$ cat src/rtl/pipe_lock_unit.sv
// Front-end hazard/stall controller: load-use stalls, I-cache miss stalls and
// branch flush windows. Optional perf counters are enabled by LOCK_PERF_CNT_EN.
module pipe_lock_unit #(
  parameter int LOAD_STALL_CYCLES = 1,
  parameter int FLUSH_CYCLES      = 1
) (
  input  logic       clk,
  input  logic       resetIn,
  input  logic [4:0] rs1In,
  input  logic [4:0] rs2In,
  input  logic       rs1UseIn,
  input  logic       rs2UseIn,
  input  logic [4:0] exRdIn,
  input  logic       exRegWriteIn,
  input  logic       exMemReadIn,
  input  logic       branchTakenIn,
  input  logic       icacheReadyIn,
  output logic       locker,
  output logic       pcHoldOut,
  output logic       bubbleOut,
  output logic       flushOut,
  output logic       ALUForwardCSLFromLock,
`ifdef LOCK_PERF_CNT_EN
  output logic [31:0] stallCountOut,
  output logic [31:0] flushCountOut,
`endif
  output logic [1:0] stateOut
);

  typedef enum logic [1:0] {
    ST_RUN        = 2'd0,
    ST_LOAD_STALL = 2'd1,
    ST_FLUSH      = 2'd2,
    ST_MISS       = 2'd3
  } state_t;

  typedef enum logic [1:0] {
    ACT_RUN   = 2'd0,
    ACT_STALL = 2'd1,
    ACT_FLUSH = 2'd2
  } action_t;

  // The first stall/flush cycle happens in RUN (or MISS), so the counting
  // state only has to cover the remaining N-1 cycles, exiting at cnt==0.
  localparam bit       LOAD_MULTI   = (LOAD_STALL_CYCLES > 1);
  localparam bit       FLUSH_MULTI  = (FLUSH_CYCLES > 1);
  localparam logic [3:0] LOAD_RELOAD  = LOAD_MULTI  ? 4'(LOAD_STALL_CYCLES - 2) : 4'd0;
  localparam logic [3:0] FLUSH_RELOAD = FLUSH_MULTI ? 4'(FLUSH_CYCLES - 2)      : 4'd0;

  state_t     state_q, state_d;
  logic [3:0] cnt_q, cnt_d;
  action_t    act;
  logic       branch_accept;

  logic [4:0] rs_addr [2];
  logic [1:0] rs_use;
  logic [1:0] rs_match_vec;
  logic       rs_match;
  logic       rd_nz;
  logic       hz;
  logic       fwd_cand;

  assign rs_addr[0] = rs1In;
  assign rs_addr[1] = rs2In;
  assign rs_use     = {rs2UseIn, rs1UseIn};

  generate
    for (genvar gi = 0; gi < 2; gi++) begin : g_rs_match
      assign rs_match_vec[gi] = rs_use[gi] && (rs_addr[gi] == exRdIn);
    end
  endgenerate

  assign rs_match = |rs_match_vec;
  assign rd_nz    = (exRdIn != 5'd0);
  assign hz       = exMemReadIn & exRegWriteIn & rd_nz & rs_match;
  assign fwd_cand = exRegWriteIn & ~exMemReadIn & rd_nz & rs_match;

  always_comb begin
    state_d       = state_q;
    cnt_d         = cnt_q;
    act           = ACT_RUN;
    branch_accept = 1'b0;

    if (resetIn) begin
      state_d = ST_RUN;
      cnt_d   = 4'd0;
    end else begin
      case (state_q)
        ST_RUN, ST_MISS: begin
          if (branchTakenIn) begin
            act           = ACT_FLUSH;
            branch_accept = 1'b1;
            state_d       = FLUSH_MULTI ? ST_FLUSH : ST_RUN;
            cnt_d         = FLUSH_RELOAD;
          end else if (hz) begin
            // A hazard seen while waiting on the cache is served first.
            act     = ACT_STALL;
            state_d = LOAD_MULTI ? ST_LOAD_STALL : ST_RUN;
            cnt_d   = LOAD_RELOAD;
          end else if (!icacheReadyIn) begin
            act     = ACT_STALL;
            state_d = ST_MISS;
            cnt_d   = 4'd0;
          end else begin
            act     = ACT_RUN;
            state_d = ST_RUN;
            cnt_d   = 4'd0;
          end
        end

        ST_LOAD_STALL: begin
          if (branchTakenIn) begin
            act           = ACT_FLUSH;
            branch_accept = 1'b1;
            state_d       = FLUSH_MULTI ? ST_FLUSH : ST_RUN;
            cnt_d         = FLUSH_RELOAD;
          end else begin
            act = ACT_STALL;
            if (cnt_q == 4'd0) begin
              state_d = ST_RUN;
            end else begin
              cnt_d = cnt_q - 4'd1;
            end
          end
        end

        ST_FLUSH: begin
          // A fresh redirect inside a flush window restarts the window.
          if (branchTakenIn) begin
            act           = ACT_FLUSH;
            branch_accept = 1'b1;
            state_d       = FLUSH_MULTI ? ST_FLUSH : ST_RUN;
            cnt_d         = FLUSH_RELOAD;
          end else begin
            act = ACT_FLUSH;
            if (cnt_q == 4'd0) begin
              state_d = ST_RUN;
            end else begin
              cnt_d = cnt_q - 4'd1;
            end
          end
        end

        default: begin
          state_d = ST_RUN;
          cnt_d   = 4'd0;
        end
      endcase
    end
  end

  always_comb begin
    if (resetIn) begin
      locker    = 1'b1;
      pcHoldOut = 1'b0;
      bubbleOut = 1'b1;
      flushOut  = 1'b1;
    end else begin
      locker    = (act != ACT_STALL);
      pcHoldOut = (act == ACT_STALL);
      bubbleOut = (act != ACT_RUN);
      flushOut  = (act == ACT_FLUSH);
    end
    ALUForwardCSLFromLock = fwd_cand & ~bubbleOut;
    stateOut              = resetIn ? 2'd0 : state_q;
  end

  always_ff @(posedge clk) begin
    if (resetIn) begin
      state_q <= ST_RUN;
      cnt_q   <= 4'd0;
    end else begin
      state_q <= state_d;
      cnt_q   <= cnt_d;
    end
  end

`ifdef LOCK_PERF_CNT_EN
  logic [31:0] stall_cnt_q, stall_cnt_d;
  logic [31:0] flush_cnt_q, flush_cnt_d;

  // Saturating event counters.
  always_comb begin
    stall_cnt_d = stall_cnt_q;
    flush_cnt_d = flush_cnt_q;
    if (pcHoldOut && (stall_cnt_q != 32'hFFFF_FFFF)) begin
      stall_cnt_d = stall_cnt_q + 32'd1;
    end
    if (branch_accept && (flush_cnt_q != 32'hFFFF_FFFF)) begin
      flush_cnt_d = flush_cnt_q + 32'd1;
    end
  end

  always_ff @(posedge clk) begin
    if (resetIn) begin
      stall_cnt_q <= 32'd0;
      flush_cnt_q <= 32'd0;
    end else begin
      stall_cnt_q <= stall_cnt_d;
      flush_cnt_q <= flush_cnt_d;
    end
  end

  assign stallCountOut = stall_cnt_q;
  assign flushCountOut = flush_cnt_q;
`else
  logic unused_accept;
  assign unused_accept = branch_accept;
`endif

endmodule

$ cat config.mk
export PLATFORM = sky130hd
export DESIGN_NAME = pipe_lock_unit
export DESIGN_NICKNAME = d
export VERILOG_FILES = /design/src/rtl/pipe_lock_unit.sv
export SDC_FILE = /design/constraint.sdc
export NUM_CORES = 1
export LEC_CHECK = 0
export ABC_CLOCK_PERIOD_IN_PS = 2000
export CELL_PAD_IN_SITES_DETAIL_PLACEMENT = 0
export CELL_PAD_IN_SITES_GLOBAL_PLACEMENT = 1
export CORE_AREA = 2 2 44 46
export DETAILED_ROUTE_END_ITERATION = 10
export DIE_AREA = 0 0 46 48
export GPL_TIMING_DRIVEN = 0
export PLACE_DENSITY = 0.78
export SYNTH_ARGS = -nofsm -noshare
export SYNTH_HDL_FRONTEND = slang
export SYNTH_SLANG_ARGS = --single-unit
$ cat constraint.sdc
create_clock -name clk -period 2 [get_ports clk]
set_input_delay 0.3 -clock clk [delete_from_list [all_inputs] [get_ports clk]]
set_output_delay 0.3 -clock clk [all_outputs]
set_load 0.01 [all_outputs]
# [After elaboration in Yosys (flattened, before gate mapping)]
# Index checks and enable logic that the tools add are counted.
[totals] reg_bits=6
[classes] add_sub_neg=1 eq_ne=10 mux=20 n_reduce_logical=9 n_bitwise=9
[op_table] op="$mux W2" n=9
[op_table] op="$eq A5 B5 Y1" n=2
[op_table] op="$mux W4" n=2
[op_table] op="$pmux W4 S2" n=1
[op_table] op="$and A1 B1 Y1" n=7
[op_table] op="$eq A2 B2 Y1 const B" n=3
[op_table] op="$mux W1" n=6
[op_table] op="$pmux W2 S3" n=1
[op_table] op="$reduce_or A2 Y1" n=3
[op_table] op="$reduce_bool A5 Y1" n=1
[op_table] op="$eq A2 B1 Y1 const B" n=2
[op_table] op="$logic_not A4 Y1" n=1
[op_table] op="$pmux W2 S2" n=1
[op_table] op="$sub A4 B1 Y4 const B" n=1
[op_table] op="$ne A3 B1 Y1 const B" n=1
[op_table] op="$ne A3 B3 Y1 const B" n=1
[op_table] op="$logic_and A1 B1 Y1" n=2
[op_table] op="$logic_not A2 Y1" n=1
[op_table] op="$ne A2 B1 Y1 const B" n=1
[op_table] op="$not A1 Y1" n=2
[op_table] op="$reduce_bool A2 Y1" n=1

# [Longest topological paths before layout]
# Gate-level depths: netlist of run 1.
[depth] depth_word=12 depth_mapped=4

# [Worst setup path before layout of run 1]
# OpenSTA, ideal clock, no wires.
[synth_timing] path_kind="input -> output" from="in exRdIn[2]" to="out locker" arrival_ns=1.405 stages=4 setup_slack_ns=0.295 required_time_ns=1.700 path_buffers=0 path_cell_list="or4_1 > o21a_1 > and3_4 > a21oi_1"
[synth_via] elab_chain_cells=10
[synth_rtl] element="from (decl)" line_no="13" rtl="input logic [4:0] exRdIn,"
[synth_rtl] element="$eq A5 B5 Y1" line_no="69" rtl="assign rs_match_vec[gi] = rs_use[gi] && (rs_addr[gi] == exRdIn);"
[synth_rtl] element="$logic_and A1 B1 Y1" line_no="69"
[synth_rtl] element="$reduce_or A2 Y1" line_no="73" rtl="assign rs_match = |rs_match_vec;"
[synth_rtl] element="$and A1 B1 Y1 (*)" line_no="75" rtl="assign hz = exMemReadIn & exRegWriteIn & rd_nz & rs_match;"
[synth_rtl] element="$mux W1 (*)" line_no="95" rtl="end else if (hz) begin"
[synth_rtl] element="$mux W2 (*)" line_no="90" rtl="if (branchTakenIn) begin"
[synth_rtl] element="$pmux W2 S3 (*)" line_no="88" rtl="case (state_q)"
[synth_rtl] element="$mux W2 (*)" line_no="84" rtl="if (resetIn) begin"
[synth_rtl] element="$ne A2 B1 Y1 (*)" line_no="159" rtl="locker = (act != ACT_STALL);"
[synth_rtl] element="$mux W1 (*)" line_no="153" rtl="if (resetIn) begin"
[synth_rtl] element="to (decl)" line_no="18" rtl="output logic locker,"
# Mark *: on every way between the ends. The rest lies on a longest branch, timed or not.

# [Worst setup path in the final report of run 1]
[layout_timing] from="in exRdIn[2]" to="out pcHoldOut"
[layout_via] elab_chain_cells=10
[layout_rtl] element="$eq A5 B5 Y1" line_no="69"
[layout_rtl] element="$logic_and A1 B1 Y1" line_no="69"
[layout_rtl] element="$reduce_or A2 Y1" line_no="73"
[layout_rtl] element="$and A1 B1 Y1 (*)" line_no="75"
[layout_rtl] element="$mux W1 (*)" line_no="95"
[layout_rtl] element="$mux W2 (*)" line_no="90"
[layout_rtl] element="$pmux W2 S3 (*)" line_no="88"
[layout_rtl] element="$mux W2 (*)" line_no="84"
[layout_rtl] element="$eq A2 B1 Y1 (*)" line_no="160" rtl="pcHoldOut = (act == ACT_STALL);"
[layout_rtl] element="$mux W1 (*)" line_no="153"
[layout_rtl] element="to (decl)" line_no="19" rtl="output logic pcHoldOut,"
# Marks and branches as above.

==> results.tsv, run 1 <==
metric	value	unit
combinational power share	81.5	%
post-synth top area cell	xnor2_1	
Initial Util	13.6	%
min-delay worst type	input pin to flop	
grt ovf	0	
Critical Path Slowest Stage Cell	or4_4	
Crit Path Class	input pin to output port	
Ports	30	
first-iteration detailed-routing DRC count	0	
antenna cells	0	
Final min period	1950	ps
I/O Buffers	29	
share of layout cells above drive strength 1	25.4	%
leak pwr	0.231	nW
vias in the first global route	288	
register bit total from synthesis	1	
headroom to the max-slew limit	85.9	%
part of the power in registers	18.5	%
mapped cell area	230	µm²
total nets after synthesis	54	
share of the yosys chip area belonging to registers	8.70	%
Detailed Route WL	797	µm
Final Core Density	32.1	%
Detail Route Antenna Nets	0	
vias per cell	4.18	
cell-internal power	0.0827	mW
Pwr Density	212	mW/mm²
Max Slew Vio Count	0	
Top delay family on crit path	simple AND/OR/NAND/NOR gates	
worst vdd ir	68.5	µV
DRT Pass-1 Iters	1	
Die ar.	0.00221	mm²
biggest regs	state_q x1	
initial antenna violation count	0	
Die Ht	48	µm
gr usage total	6.41	%
critical path data required time	1700	ps
startpoint types	input pin	
top cell type's share of synthesized area	38.0	%
top sig layer	met3	
Area contributors post-synth	xnor2_1, dfxtp_1, nand4_1	
crit path capture type	output port	
WL met2	382	µm
fmax	0.513	GHz
Power, Total	0.115	mW
# setup viols final	0	
Fillers	190	
Top reg by flops	state_q	
routed wl met3	101	µm
residual DRC count	0	
crit-path max FO	4	
final hold vios	0	
switching share of total power	28.2	%
Max-Cap Viols	0	
nets	88	
core area	0.00169	mm²
Sw Pwr	0.0325	mW
clock network power share	0	%
CTS clk-pin slew, worst paths	0	ps
hold_ws	931	ps
Final Cell Area	543	µm²
Crit path buffers/inverters	2	
area post-placement	542	µm²
Final Wtd Congestion	0.664	
run status	finished clean	
site row count	15	
Tightest Pin Transition	211	ps
CP max stage delay	430	ps
synthesized instance count	31	
Syn Area/Cell	7.43	µm²
Synth cell types	17	
crit-path cells	clkdlybuf4s15_1 > or4_4 > o21a_1 > and3_4 > a21o_1 > buf_2	
max reg flops	1	
Area Growth Syn to Fin	136	%
Syn. warnings	0	
fin crit share	97.6	%
DR vias	334	
global-route wire length before repair	1100	µm
largest net degree at the start of global routing	5	
CP arrival	1650	ps
routed wire length per instance	9.96	µm
die width	46	µm
M1 WL	313	µm
HPWL Detailed	713	µm
==> kinds of logic (layout without fill, tap and decap cells) <==
logic type | after synthesis | in the layout | synth area share [%]
buffers and inverters | 2 | 34 | 4.89
AOI/OAI and AO/OA | 6 | 6 | 19.0
and+or+nand+nor | 12 | 12 | 29.4
DFF | 1 | 1 | 8.70
xor gates and xnor gates | 10 | 10 | 38.0
==> synth_stat cells, drive strengths merged <==
library cell / number
or4: 1
o22ai: 1
inv: 1
buf: 1
nand4: 2
a311oi: 1
a31o: 1
and3: 2
a21o: 1
nor2: 3
a21oi: 1
nor2b: 1
xnor2: 10
dfxtp: 1
o21a: 1
nand2: 3
==> power by group through the flow <==
stage          logic (mW)  registers [mW]  clock network, mW
2_1_floorplan      0.0331          0.0213                  0
3_3_place_gp       0.0955          0.0213                  0
6_report           0.0939          0.0213                  0
5_1_grt             0.102          0.0213                  0
4_1_cts            0.0954          0.0213                  0
3_5_place_dp       0.0963          0.0213                  0
==> cells in the final DEF (no fill, tap or decap), drive strengths merged, types with 2 or more instances in the layout <==
| cell type | instances |
|---|---|
| xnor2 | 10 |
| clkbuf | 2 |
| clkdlybuf4s50 | 18 |
| nor2 | 3 |
| and3 | 2 |
| nand4 | 2 |
| buf | 9 |
| dlymetal6s2s | 2 |
| nand2 | 3 |
==> metal layers <==
metal  GRT usage, %  up-vias
met5              0        -
met4              0        0
met3           1.13        0
met2           13.3       21
met1           7.05      140
li1               -      173
==> layout make-up <==
cell class              instances  area, µm²  area share, %
repair buffers                 32        282           51.8
multi-input cells              28        209           38.5
well taps                      17       21.3           3.92
flip-flops and latches          1       20.0           3.69
plain buffers                   1       7.51           1.38
inverters                       1       3.75          0.691
==> per-stage QoR <==
stage	setup slack (ps)	instances	TNS, ps
detailed placement	-718	77	-2510
global placement	-714	77	-2470
CTS	1.96	79	0
global route	-3.71	80	-3.71
floorplan	295	31	0
finish	48.9	80	0
==> final timing paths <==
path | endpoint | cells after the start | from
setup / recovery | pcHoldOut | 6 | exRdIn[2]
hold / removal | state_q[0]$_SDFF_PP0_ | 2 | icacheReadyIn
==> timing repair <==
| action | 4_1_cts | 5_1_grt |
|---|---|---|
| resized for setup | 28 | 5 |
| hold buffers | 0 | 0 |
| setup buffers | 2 | 1 |
| pin swaps | 4 | 5 |
| endpoints found under the setup margin | 4 | 3 |
| hold endpoints to repair | 0 | 0 |
Power figures use the tool's default switching activity.
==> run 2: changes to the inputs <==
- ABC_AREA: default -> 1
- ABC_CLOCK_PERIOD_IN_PS: 2000 -> 1800
- CORE_AREA: 2 2 44 46 -> 2 2 49 51
- DIE_AREA: 0 0 46 48 -> 0 0 51 53
- clock period: 2 -> 1.8 ns (I/O delays scaled with it)
==> run 2 against run 1 <==
Against the previous run: global-route usage up 0.94 points; critical path type unchanged; utilization decreased by 0.76 points; cell count rose by 63%; power increased by 20%; first-iteration DRC count is 3 higher; combinational power up 21%; largest cell class unchanged.
==> results.tsv, run 2 <==
metric	value	unit
Worst Setup EP	stateOut[1]	
Final min period	1760	ps
grt met3 use	0	%
gr usage total	7.36	%
site row count	17	
startpoint types	input pin	
residual DRC count	0	
top cells by count, synth	nand2_1, inv_1, nor2_1	
mapped cell area	327	µm²
Detailed Route WL	1050	µm
Final Cell Area	674	µm²
GRT met2 Usage	14.1	%
CP max stage delay	520	ps
nets	127	
hold_ws	876	ps
Initial Util	15.2	%
first-iteration detailed-routing DRC count	3	
CTS clk-pin slew, worst paths	0	ps
min-delay worst type	input pin to flop	
crit-path cells	clkdlybuf4s50_1 > nor2_1 > buf_4 > clkdlybuf4s50_1	
fin crit share	97.9	%
Final Wtd Congestion	0.668	
leak pwr	0.437	nW
Crit Path Class	input pin to output port	
final worst-path setup slack	37.2	ps
synthesized instance count	73	
HPWL Detailed	901	µm
die width	51	µm
top-count cell post-synth	nand2_1	
worst vdd ir	80.2	µV
critical path data required time	1530	ps
Area contributors post-synth	nand2_1, inv_1, nand2_2	
antenna cells	0	
Die Ht	53	µm
# setup viols final	0	
commonest register cell after synthesis	dfxtp_1	
Pwr Density	205	mW/mm²
Worst path most repeated cell	clkdlybuf4s50_1	
top cell type's share of synthesized area	29.9	%
Synth cell types	10	
GR Util met1	9.80	%
Critical Path Slowest Stage Cell	clkdlybuf4s50_1	
most common cell after layout, fill and taps aside	nand2_1	
largest net degree at the start of global routing	5	
crit path capture type	output port	
DRT Pass-1 Iters	4	
biggest regs	state_q x1	
CP arrival	1490	ps
Die ar.	0.00270	mm²
grt ovf	0	
register bit total from synthesis	1	
initial antenna violation count	0	
DR vias	474	
dpl ws	-483	ps
core area	0.00215	mm²
most frequent cells in the layout	nand2_1, inv_1, clkdlybuf4s50_1	
run status	finished clean	
share of the yosys chip area belonging to registers	6.13	%
max reg flops	1	
Detail Route Antenna Nets	0	
non-filler instance count after layout	130	
Ports	30	
Max Slew Vio Count	0	
vias per cell	3.65	
RSZ-0062 raised after global routing	yes	
GR peak layer	met2	
Top reg by flops	state_q	
fmax	0.567	GHz
Cell Count Post-Placement	130	
area post-placement	652	µm²
Worst Setup SP	resetIn	
final hold vios	0	
Async SR Flop Fraction	0	%
Area Growth Syn to Fin	107	%
Tightest Pin Transition	229	ps
headroom to the max-slew limit	84.7	%
share of layout cells above drive strength 1	25.5	%
vias in the first global route	404	
global-route wire length before repair	1590	µm
Max-Cap Viols	0	
total nets after synthesis	96	
setup repair bufs after CTS	0	
Syn. warnings	0	
crit-path max FO	2	
post-synth top area cell	nand2_1	
Syn Area/Cell	4.47	µm²
routed wire length per instance	8.11	µm
I/O Buffers	29	
number of synthesized flops with an enable pin	0	
-- run 2: cell families after synthesis --
| family | after synthesis | share of synthesized area (%) |
|---|---|---|
| simple gates | 52 | 69.7 |
| buf+inv | 20 | 24.1 |
| flops | 1 | 6.13 |
-- run 2: final cells by class --
| type | count | area, µm² |
|---|---|---|
| Inverter | 19 | 71.3 |
| Multi-Input combinational cell | 52 | 250 |
| Buffer | 1 | 7.51 |
| Fill cell | 258 | 1470 |
| Sequential cell | 1 | 20.0 |
| Timing Repair Buffer | 29 | 290 |
| Tap cell | 28 | 35.0 |
-- run 2: metrics by stage --
stage	setup TNS [ps]	utilization (%)	power [mW]
2_1_floorplan	0	-	0.0700
3_3_place_gp	-1650	30.3	0.142
3_5_place_dp	-1780	30.3	0.143
4_1_cts	-21.7	29.5	0.136
5_1_grt	-8.12	31.4	0.152
6_report	0	31.4	0.138
-- run 2: worst max-delay path, delay by kind of cell --
kind	cells	cell delay (ps)
buf+inv	3	1070
simple gates	1	150
-- run 2: metal layers --
metal / up-vias / part of all wire (%)
li1: 266 / -
met1: 196 / 44
met2: 12 / 52
met3: 0 / 3.5
met4: 0 / 0
met5: - / 0
-- run 2: what timing repair did --
action | CTS | global route
hold buffers | 0 | 0
gates resized for setup | 26 | 13
pin swaps | 4 | 10
endpoints found under the setup margin | 4 | 5
-- run 2: where the power goes --
part	switching [mW]	internal, mW
sequential	0.000186	0.0235
clock	0	0
combinational	0.0528	0.0616
total	0.0530	0.0852
-- run 2: how the worst min path moves through the flow --
stage,from,endpoint,slack [ps],depth (start not counted)
final,rs2In[3],state_q[0]$_SDFF_PP0_,880,8
after floorplan,icacheReadyIn,state_q[0]$_SDFF_PP0_,340,1
after global placement,icacheReadyIn,state_q[0]$_SDFF_PP0_,870,2
after detailed placement,icacheReadyIn,state_q[0]$_SDFF_PP0_,890,2
after global routing,icacheReadyIn,state_q[0]$_SDFF_PP0_,970,2
after CTS,icacheReadyIn,state_q[0]$_SDFF_PP0_,910,2
==> run 3: changes to the inputs <==
- PLACE_DENSITY: 0.78 -> default
- PLACE_DENSITY_LB_ADDON: default -> 0.1
==> run 3 against run 2 <==
Against the previous run: power up 1.1%; cell count up 1.5%; worst hold slack better by 19 ps; first-iteration DRC count down 33%; largest cell class unchanged.
==> results.tsv, run 3 (same netlist as run 2, synthesis figures left out) <==
metric	value	unit
Die Ht	53	µm
Pwr Density	200	mW/mm²
Worst path most repeated cell	clkdlybuf4s50_1	
Tightest Pin Transition	210	ps
worst vdd ir	65.8	µV
Max-Cap Viols	0	
Top delay family on crit path	buffers and inverters	
RSZ-0062 raised after global routing	no	
HPWL Detailed	851	µm
fmax	0.582	GHz
Crit path buffers/inverters	3	
Ports	30	
headroom to the max-slew limit	86.0	%
startpoint types	input pin	
CP arrival	1450	ps
final hold vios	0	
leak pwr	0.453	nW
Cell Count Post-Placement	130	
Fillers	254	
min-delay worst type	input pin to flop	
DR vias	463	
Post-CTS Hold Buffers	0	
initial antenna violation count	0	
Area Growth Syn to Fin	114	%
multi-input logic area	258	µm²
routed wire length per instance	7.14	µm
largest net degree at the start of global routing	5	
Final min period	1720	ps
most common cell after layout, fill and taps aside	nand2_1	
Max Slew Vio Count	0	
setup TNS	0	ps
first-iteration detailed-routing DRC count	2	
vias in the first global route	406	
Detail Route Antenna Nets	0	
non-filler instance count after layout	132	
global-route wire length before repair	1590	µm
Critical Path Slowest Stage Cell	clkdlybuf4s50_1	
gr usage total	7.29	%
Top reg by flops	state_q	
Power, Total	0.140	mW
Detailed Route WL	942	µm
grt ovf	0	
most frequent cells in the layout	nand2_1, inv_1, clkdlybuf4s50_1	
crit-path cells	clkdlybuf4s50_1 > nor2_2 > inv_1 > clkdlybuf4s50_1	
crit-path max FO	4	
Reg area	20.0	µm²
DRT Pass-1 Iters	2	
vias per cell	3.51	
run status	finished clean	
max reg flops	1	
I/O Buffers	29	
# setup viols final	0	
Crit Path Class	input pin to output port	
site row count	17	
residual DRC count	0	
critical path data required time	1530	ps
core area	0.00215	mm²
crit path capture type	output port	
Final Wtd Congestion	0.662	
antenna cells	0	
fin crit share	95.5	%
nets	129	
Die ar.	0.00270	mm²
die width	51	µm
Final Core Density	32.6	%
CTS clk-pin slew, worst paths	0	ps
share of layout cells above drive strength 1	29.8	%
Initial Util	15.2	%
CP max stage delay	470	ps
biggest regs	state_q x1	
## run 3: where the power goes
part,leakage [nW],total (mW),internal (mW),switching [mW]
clock network,0,0,0,0
registers,0.00821,0.0237,0.0235,0.000198
logic,0.445,0.116,0.0627,0.0533
total,0.453,0.140,0.0862,0.0535
## run 3: cell type report
| cell class | instances | area share (%) |
|---|---|---|
| buffer | 1 | 1.07 |
| inverter | 19 | 10.2 |
| multi-input combinational | 52 | 36.9 |
| sequential | 1 | 2.86 |
| tap | 28 | 5.01 |
| timing repair buffer | 31 | 44.0 |
## run 3: stage by stage
stage	setup slack, ps	instance area, µm²	hold WS (ps)
floorplan	541	327	342
CTS	-16.0	643	893
finish	81.6	699	895
global placement	-501	652	876
detailed placement	-510	652	875
global route	1.45	699	928
## run 3: repair_timing
item                                    4_1_cts  5_1_grt
buffers inserted                              1        1
pin swaps                                     4       10
gates resized for setup                      27       16
endpoints found under the setup margin        4        6
## run 3: worst paths after layout
kind                           endpoint  depth (start not counted)  slack, ps     startpoint
setup / recovery               flushOut                          4         80        resetIn
hold / removal    state_q[0]$_SDFF_PP0_                          2        900  icacheReadyIn
## run 3: per-layer routing
layer | global-route usage, % | wire length [µm] | up-vias
met5 | 0 | 0 | -
met4 | 0 | 0 | 0
met3 | 0 | 48 | 0
met2 | 13.2 | 440 | 12
met1 | 10.3 | 453 | 180
li1 | - | - | 271
